**src/rtl/nibble_serial_add_ctrl_if.sv**
```systemverilog
// Requester and shared nibble-adder signals for nibble_serial_add_ctrl.
// The slave modport is the sequencer's view; the master modport is the
// requester plus the external 4-bit adder.
// Optional macro SUB_EN adds the `sub` request bit.
interface nibble_serial_add_ctrl_if #(
    parameter int NIBBLES = 4
);
    localparam int W = 4 * NIBBLES;

    logic         start;
    logic [W-1:0] a;
    logic [W-1:0] b;
    logic         ci;
`ifdef SUB_EN
    logic         sub;
`endif
    logic         busy;
    logic         done;
    logic [W-1:0] s;
    logic         co;
    logic [3:0]   add_a;
    logic [3:0]   add_b;
    logic         add_ci;
    logic [3:0]   add_s;
    logic         add_co;

    modport slave (
`ifdef SUB_EN
        input  sub,
`endif
        input  start,
        input  a,
        input  b,
        input  ci,
        output busy,
        output done,
        output s,
        output co,
        output add_a,
        output add_b,
        output add_ci,
        input  add_s,
        input  add_co
    );

    modport master (
`ifdef SUB_EN
        output sub,
`endif
        output start,
        output a,
        output b,
        output ci,
        input  busy,
        input  done,
        input  s,
        input  co,
        input  add_a,
        input  add_b,
        input  add_ci,
        output add_s,
        output add_co
    );
endinterface

```
**src/rtl/nibble_serial_add_ctrl.sv**
```systemverilog
// Wide adder built by time-multiplexing one external 4-bit adder,
// least-significant nibble first, carry held in a register between passes.
// Optional macro SUB_EN: adds `sub` (a - b via inverted b and forced carry-in).
module nibble_serial_add_ctrl #(
    parameter int NIBBLES = 4
) (
    input logic                     clk,
    input logic                     rst_n,
    nibble_serial_add_ctrl_if.slave bus
);
    localparam int W     = 4 * NIBBLES;
    localparam int IDX_W = $clog2(NIBBLES);
    localparam logic [IDX_W-1:0] LAST_IDX = IDX_W'(NIBBLES - 1);

    typedef enum logic [1:0] {
        IDLE,
        RUN,
        DONE
    } state_t;

    state_t           state;
    state_t           state_nxt;
    logic [W-1:0]     a_r;
    logic [W-1:0]     b_r;
    logic [W-1:0]     sum_r;
    logic [W-1:0]     s_r;
    logic             co_r;
    logic             carry;
    logic [IDX_W-1:0] idx;
    logic [IDX_W+1:0] offset;
    logic             accept;
    logic             last;
    logic [W-1:0]     b_in;
    logic             carry_in;

    // Replace nibble i of word with nib.
    function automatic logic [W-1:0] merge_nibble(input logic [W-1:0]     word,
                                                  input logic [IDX_W-1:0] i,
                                                  input logic [3:0]       nib);
        logic [W-1:0] r;
        r = word;
        r[{i, 2'b00} +: 4] = nib;
        return r;
    endfunction

    // New operands are taken in IDLE and also in DONE (back-to-back);
    // a start seen in RUN is dropped.
    assign accept = bus.start && ((state == IDLE) || (state == DONE));
    assign last   = (idx == LAST_IDX);
    assign offset = {idx, 2'b00};

`ifdef SUB_EN
    // Subtraction is a + ~b + 1; the requested carry-in is ignored then.
    always_comb begin
        b_in     = bus.sub ? ~bus.b : bus.b;
        carry_in = bus.sub ? 1'b1 : bus.ci;
    end
`else
    // Plain addition: operands and carry-in pass straight through.
    always_comb begin
        b_in     = bus.b;
        carry_in = bus.ci;
    end
`endif

    // State register.
    always_ff @(posedge clk or negedge rst_n) begin
        if (!rst_n) begin
            state <= IDLE;
        end else begin
            state <= state_nxt;
        end
    end

    // Next-state decode.
    always_comb begin
        state_nxt = state;
        case (state)
            IDLE:    if (bus.start) state_nxt = RUN;
            RUN:     if (last) state_nxt = DONE;
            DONE:    state_nxt = bus.start ? RUN : IDLE;
            default: state_nxt = IDLE;
        endcase
    end

    // Operand capture, per-pass nibble accumulation and final result update.
    // s/co only change on the last pass so the requester never sees partials.
    always_ff @(posedge clk or negedge rst_n) begin
        if (!rst_n) begin
            a_r   <= '0;
            b_r   <= '0;
            carry <= 1'b0;
            idx   <= '0;
            sum_r <= '0;
            s_r   <= '0;
            co_r  <= 1'b0;
        end else if (accept) begin
            a_r   <= bus.a;
            b_r   <= b_in;
            carry <= carry_in;
            idx   <= '0;
        end else if (state == RUN) begin
            sum_r <= merge_nibble(sum_r, idx, bus.add_s);
            carry <= bus.add_co;
            idx   <= idx + 1'b1;
            if (last) begin
                s_r  <= merge_nibble(sum_r, idx, bus.add_s);
                co_r <= bus.add_co;
            end
        end
    end

    // Adder inputs are only driven while a pass is in progress.
    assign bus.add_a  = (state == RUN) ? a_r[offset +: 4] : 4'h0;
    assign bus.add_b  = (state == RUN) ? b_r[offset +: 4] : 4'h0;
    assign bus.add_ci = (state == RUN) ? carry : 1'b0;

    assign bus.busy = (state == RUN);
    assign bus.done = (state == DONE);
    assign bus.s    = s_r;
    assign bus.co   = co_r;
endmodule

```
**src/flat_wrapper.sv**
```systemverilog
// flat-port wrapper written by rule: the top's interface ports become plain ports
module nibble_serial_add_ctrl_flat 
#(
    parameter int NIBBLES = 4
)
  (clk, rst_n, bus_start, bus_a, bus_b, bus_ci, bus_busy, bus_done, bus_s, bus_co, bus_add_a, bus_add_b, bus_add_ci, bus_add_s, bus_add_co);
  nibble_serial_add_ctrl_if #(.NIBBLES(NIBBLES)) bus_i ();
  input logic clk;
  input logic rst_n;
  input wire logic [$bits(bus_i.start)-1:0] bus_start;
  input wire logic [$bits(bus_i.a)-1:0] bus_a;
  input wire logic [$bits(bus_i.b)-1:0] bus_b;
  input wire logic [$bits(bus_i.ci)-1:0] bus_ci;
  output wire logic [$bits(bus_i.busy)-1:0] bus_busy;
  output wire logic [$bits(bus_i.done)-1:0] bus_done;
  output wire logic [$bits(bus_i.s)-1:0] bus_s;
  output wire logic [$bits(bus_i.co)-1:0] bus_co;
  output wire logic [$bits(bus_i.add_a)-1:0] bus_add_a;
  output wire logic [$bits(bus_i.add_b)-1:0] bus_add_b;
  output wire logic [$bits(bus_i.add_ci)-1:0] bus_add_ci;
  input wire logic [$bits(bus_i.add_s)-1:0] bus_add_s;
  input wire logic [$bits(bus_i.add_co)-1:0] bus_add_co;
  assign bus_i.start = bus_start;
  assign bus_i.a = bus_a;
  assign bus_i.b = bus_b;
  assign bus_i.ci = bus_ci;
  assign bus_busy = bus_i.busy;
  assign bus_done = bus_i.done;
  assign bus_s = bus_i.s;
  assign bus_co = bus_i.co;
  assign bus_add_a = bus_i.add_a;
  assign bus_add_b = bus_i.add_b;
  assign bus_add_ci = bus_i.add_ci;
  assign bus_i.add_s = bus_add_s;
  assign bus_i.add_co = bus_add_co;
  nibble_serial_add_ctrl #(.NIBBLES(NIBBLES)) u_core (.clk(clk), .rst_n(rst_n), .bus(bus_i));
endmodule
```
**config.mk**
```make
export PLATFORM = sky130hd
export DESIGN_NAME = nibble_serial_add_ctrl_flat
export DESIGN_NICKNAME = d
export VERILOG_FILES = /design/src/rtl/nibble_serial_add_ctrl_if.sv /design/src/rtl/nibble_serial_add_ctrl.sv /design/src/flat_wrapper.sv
export SDC_FILE = /design/constraint.sdc
export NUM_CORES = 1
export LEC_CHECK = 0
export CORE_ASPECT_RATIO = 0.9
export CORE_MARGIN = 10
export CORE_UTILIZATION = 40
export DETAILED_ROUTE_END_ITERATION = 7
export GPL_TIMING_DRIVEN = 0
export HOLD_SLACK_MARGIN = 0.03
export PLACE_DENSITY = 0.65
export SLEW_MARGIN = 15
export SYNTH_ARGS = -nofsm -noshare
export SYNTH_HDL_FRONTEND = slang
export SYNTH_SLANG_ARGS = --single-unit
```
**constraint.sdc**
```tcl
create_clock -name clk -period 2.21 [get_ports clk]
set_input_delay 0.221 -clock clk [delete_from_list [all_inputs] [get_ports clk]]
set_output_delay 0.221 -clock clk [all_outputs]
set_load 0.01 [all_outputs]
```
==> results.sh <==
export IMPL_result_of_the_run="completed"
export IMPL_via_density=5.12
export IMPL_io_buffers=64
export IMPL_rsz0062_at_grt="false"
export IMPL_cts_num_sinks=70
export IMPL_worst_setup_path_type="reg -> out"
export IMPL_async_reset_ff_share_pct=100
export IMPL_grt_pass1_wl_um=13400
export IMPL_clk_pin_slew_ns=0.07
export IMPL_worstSetupEndpointType="output pin"
export IMPL_cp_start_kind="flop"
export IMPL_holdPathEnd="u_core.bus.s[4]"
export IMPL_cts_tree="yes"
export IMPL_syn_area_per_cell_um2=10.3
export IMPL_cellLeakagePower_nw=2.02
export IMPL_synthXorXnorAreaFrac_pct=0
export IMPL_maxSlewViolCount=0
export IMPL_post_synth_mux_area_share_pct=6.00
export IMPL_wirelength_per_cell_um=16.2
export IMPL_max_cap_violations=0
export IMPL_fin_skew_ns=0.00497
export IMPL_clk_insertion_delay_late_ns=0.35
export IMPL_synthTopCellsByCount="sky130_fd_sc_hd__nand2_1, sky130_fd_sc_hd__dfrtp_1, sky130_fd_sc_hd__a32o_1"
export IMPL_nets=446
export IMPL_synthSimpleGateAreaFrac_pct=22.3
export IMPL_globalRoute_busiestLayer="met2"
export IMPL_met1_usage_in_global_routing_pct=18.1
export IMPL_cp_cell_sequence="nand2b_2 -> inv_4 -> clkbuf_4 -> clkdlybuf4s50_1"
export IMPL_synthesis_area_um2=3250
export IMPL_die_area_um2=12100
export IMPL_track_usage_pct=13.7
export IMPL_worst_r2r_endpoint="u_core.bus.s[13]"
export IMPL_synthAdderAreaFrac_pct=2.31
export IMPL_final_layout_size_suffix_gt1_share_pct=13.6
export IMPL_die_height_um=106
export IMPL_drc_errors=0
export IMPL_grt_max_degree=44
export IMPL_reg2reg_from="u_core.idx[1]"
export IMPL_max_clock_path_buffers=2
export IMPL_layout_area_seq_um2=1750
export IMPL_tritoncts_num_buffers=9
export IMPL_ant_nets=0
export IMPL_synth_most_common_cell="sky130_fd_sc_hd__nand2_1"
export IMPL_routed_wl_um=8170
export IMPL_critical_path_buf_inv_count=3
export IMPL_io_pins=69
export IMPL_syn_nets=364
export IMPL_timing_reg2reg_setup_slack_ns=0.16
export IMPL_multi_input_comb_area_um2=1360
export IMPL_hold_path_depth=3
export IMPL_power_per_cell_area_nw_per_um2=1460
export IMPL_hp_start="bus_add_s[0]"
export IMPL_floorplan_initialDensity_pct=40.7
export IMPL_power_ir_vdd_worst_uv=532
export IMPL_timing_max_slew_rel_slack_pct=68.6
export IMPL_synth_yosys_seq_area_share_pct=53.8
export IMPL_via_count=2577
export IMPL_r2r_worst_path_cells=7
export IMPL_cp_slowest_cell="sky130_fd_sc_hd__clkdlybuf4s50_1"
export IMPL_cp_max_fo=10
export IMPL_synth_compound_area_share_pct=11.0
export IMPL_fillerInstances=718
export IMPL_cp_data_required_time_ns=1.99
export IMPL_maximum_achievable_frequency_ghz=0.479
export IMPL_first_iter_violations=160
export IMPL_finalCritPeriodShare_pct=94.4
export IMPL_diodes=0
export IMPL_holdCritPathClass="in -> reg"
export IMPL_fin_ws_ns=0.124
export IMPL_final_period_demand_of_the_worst_path_ns=2.09
export IMPL_postSynthCellCount=317
export IMPL_synth_edf_count=0
export IMPL_place_congestion=0.797
export IMPL_core_area_um2=7990
export IMPL_die_width_um=115
export IMPL_synthToLayoutAreaGrowth_pct=32.7
export IMPL_htree_num_levels=3
export IMPL_cell_family_with_the_largest_share_of_critical_path_delay="buffers and inverters"
export IMPL_timing_critical_path_slowest_cell_delay_ns=0.56
export IMPL_ys_warnings_count=0
export IMPL_final_hold_violation_count=0
export IMPL_synth_top_cell_by_area="sky130_fd_sc_hd__dfrtp_1"
export IMPL_power_total_mw=6.29
export IMPL_synth_ff_latch_count=70
export IMPL_gr_usage_met2_pct=20.8
export IMPL_globalRouteOverflowTotal=0
export IMPL_gr_usage_met3_pct=3.80
export IMPL_dp_final_hpwl_um=5880
export IMPL_first_global_vias=2622
export IMPL_timing_worst_slew_pin_value_ns=0.471
export IMPL_final_setup_viol_count=0
export IMPL_ys_flop_type="sky130_fd_sc_hd__dfrtp_1"
export IMPL_critical_path_arrival_ns=1.86
export IMPL_dr_pass1_iters=5
export IMPL_num_rows=31
export IMPL_synthTopCellsByArea="sky130_fd_sc_hd__dfrtp_1, sky130_fd_sc_hd__nand2_1, sky130_fd_sc_hd__a32o_1"
export IMPL_netlist_cell_type_count=37
export IMPL_clockRootBuffer="sky130_fd_sc_hd__clkbuf_8"
export IMPL_antenna_violations_before_repair=0
export IMPL_dp_slack_ns=-0.156
export IMPL_netlist_area_leader_share_pct=53.8
export IMPL_synth_top_family_by_area="simple AND/OR/NAND/NOR gates"
worst min-delay path, cell delays in order:
cell and delay [ns]:
sky130_fd_sc_hd__clkbuf_1 0.18, sky130_fd_sc_hd__nand4_1 0.13, sky130_fd_sc_hd__a31oi_1 0.08
stage by stage:
stage / instance area (um^2) / setup TNS, ns / utilization, % / hold WS, ns / std cells
4_1_cts: 4290 / 0 / 53.6 / 0.311 / 500
3_3_place_gp: 4020 / -98.83 / 50.3 / 0.453 / 480
5_1_grt: 4320 / 0 / 54.0 / 0.342 / 503
2_1_floorplan: 3250 / 0 / - / -0.0746 / 317
6_report: 4320 / 0 / 54.0 / 0.310 / 503
3_5_place_dp: 4040 / -1.94 / 50.5 / 0.164 / 481
how the worst max path moves through the flow:
stage                         start  cells past startpoint          endpoint  slack [ns]
finish              u_core.state[1]                      4          bus_busy        0.12
global route          u_core.idx[1]                      7  u_core.bus.s[13]       0.009
CTS                 u_core.state[1]                      5        bus_add_ci        0.01
detailed placement    u_core.idx[1]                      6  u_core.bus.s[15]       -0.16
global placement              rst_n                      1   u_core.bus.s[6]       -1.40
floorplan             u_core.idx[1]                      6  u_core.bus.s[12]        0.33
state kept, by name, summed over array words and instances (netlist names):
signal         flops
u_core.sum_r      16
u_core.a_r        16
u_core.bus.s      16
u_core.b_r        16
u_core.carry       1
u_core.state       2
u_core.bus.co      1
u_core.idx         2
layout by cell type (no fill, tap or decap), drive strengths merged:
cell type        n
bufinv           2
nor2b            3
nor3b            1
o22ai            1
dlymetal6s2s     1
mux2             1
nor3             1
dfrtp           70
nand3            1
mux4             8
nor2            13
and4bb           2
nand2          101
and3b            2
and2b            3
clkdlybuf4s50   54
ha               6
a32oi            4
dlygate4sd2      8
nand4            4
clkinv           2
dlygate4sd3      1
inv              8
and3             1
o22a             4
buf             19
clkbuf          24
and4b            4
o31ai            1
nand2b           6
and2            10
a21oi           12
a31oi            4
o21ai            6
a32o            16
report_power, final:
group	total, mW	internal (mW)	switching, mW	leakage, nW
combinational	2.91	1.49	1.42	1.03
clock	1.14	0.664	0.476	0.110
sequential	2.24	1.90	0.343	0.876
area by class of cell:
type,count,area share [%]
tap,99,2.87
clock inverter,4,1.62
buffer,24,3.22
inverter,8,0.753
timing repair buffer,71,16.2
multi-input combinational,215,31.4
clock buffer,12,3.36
sequential,70,40.6
layer usage:
layer | wire length [um] | part of all wire (%) | up-vias
met5 | 0 | 0 | -
met4 | 122 | 1.5 | 0
met2 | 3860 | 47 | 47
met1 | 3740 | 46 | 1265
met3 | 450 | 5.5 | 10
li1 | - | - | 1255
cells by family (layout without fill, tap and decap cells):
logic type      count (synthesis)  after routing
simple gates                  152            152
fa+ha+maj                       6              6
compound gates                 48             48
flops                          70             70
buf+inv                        32            119
mux                             9              9
repair_timing:
| item | in CTS | in global routing |
|---|---|---|
| buffers inserted | 2 | 3 |
| resized for setup | 17 | 5 |
| setup endpoints to repair | 36 | 13 |
| hold buffers | 1 | 0 |
| endpoints found under the hold margin | 27 | 0 |
| pin swaps | 0 | 1 |
(Power assumes the default switching activity.)
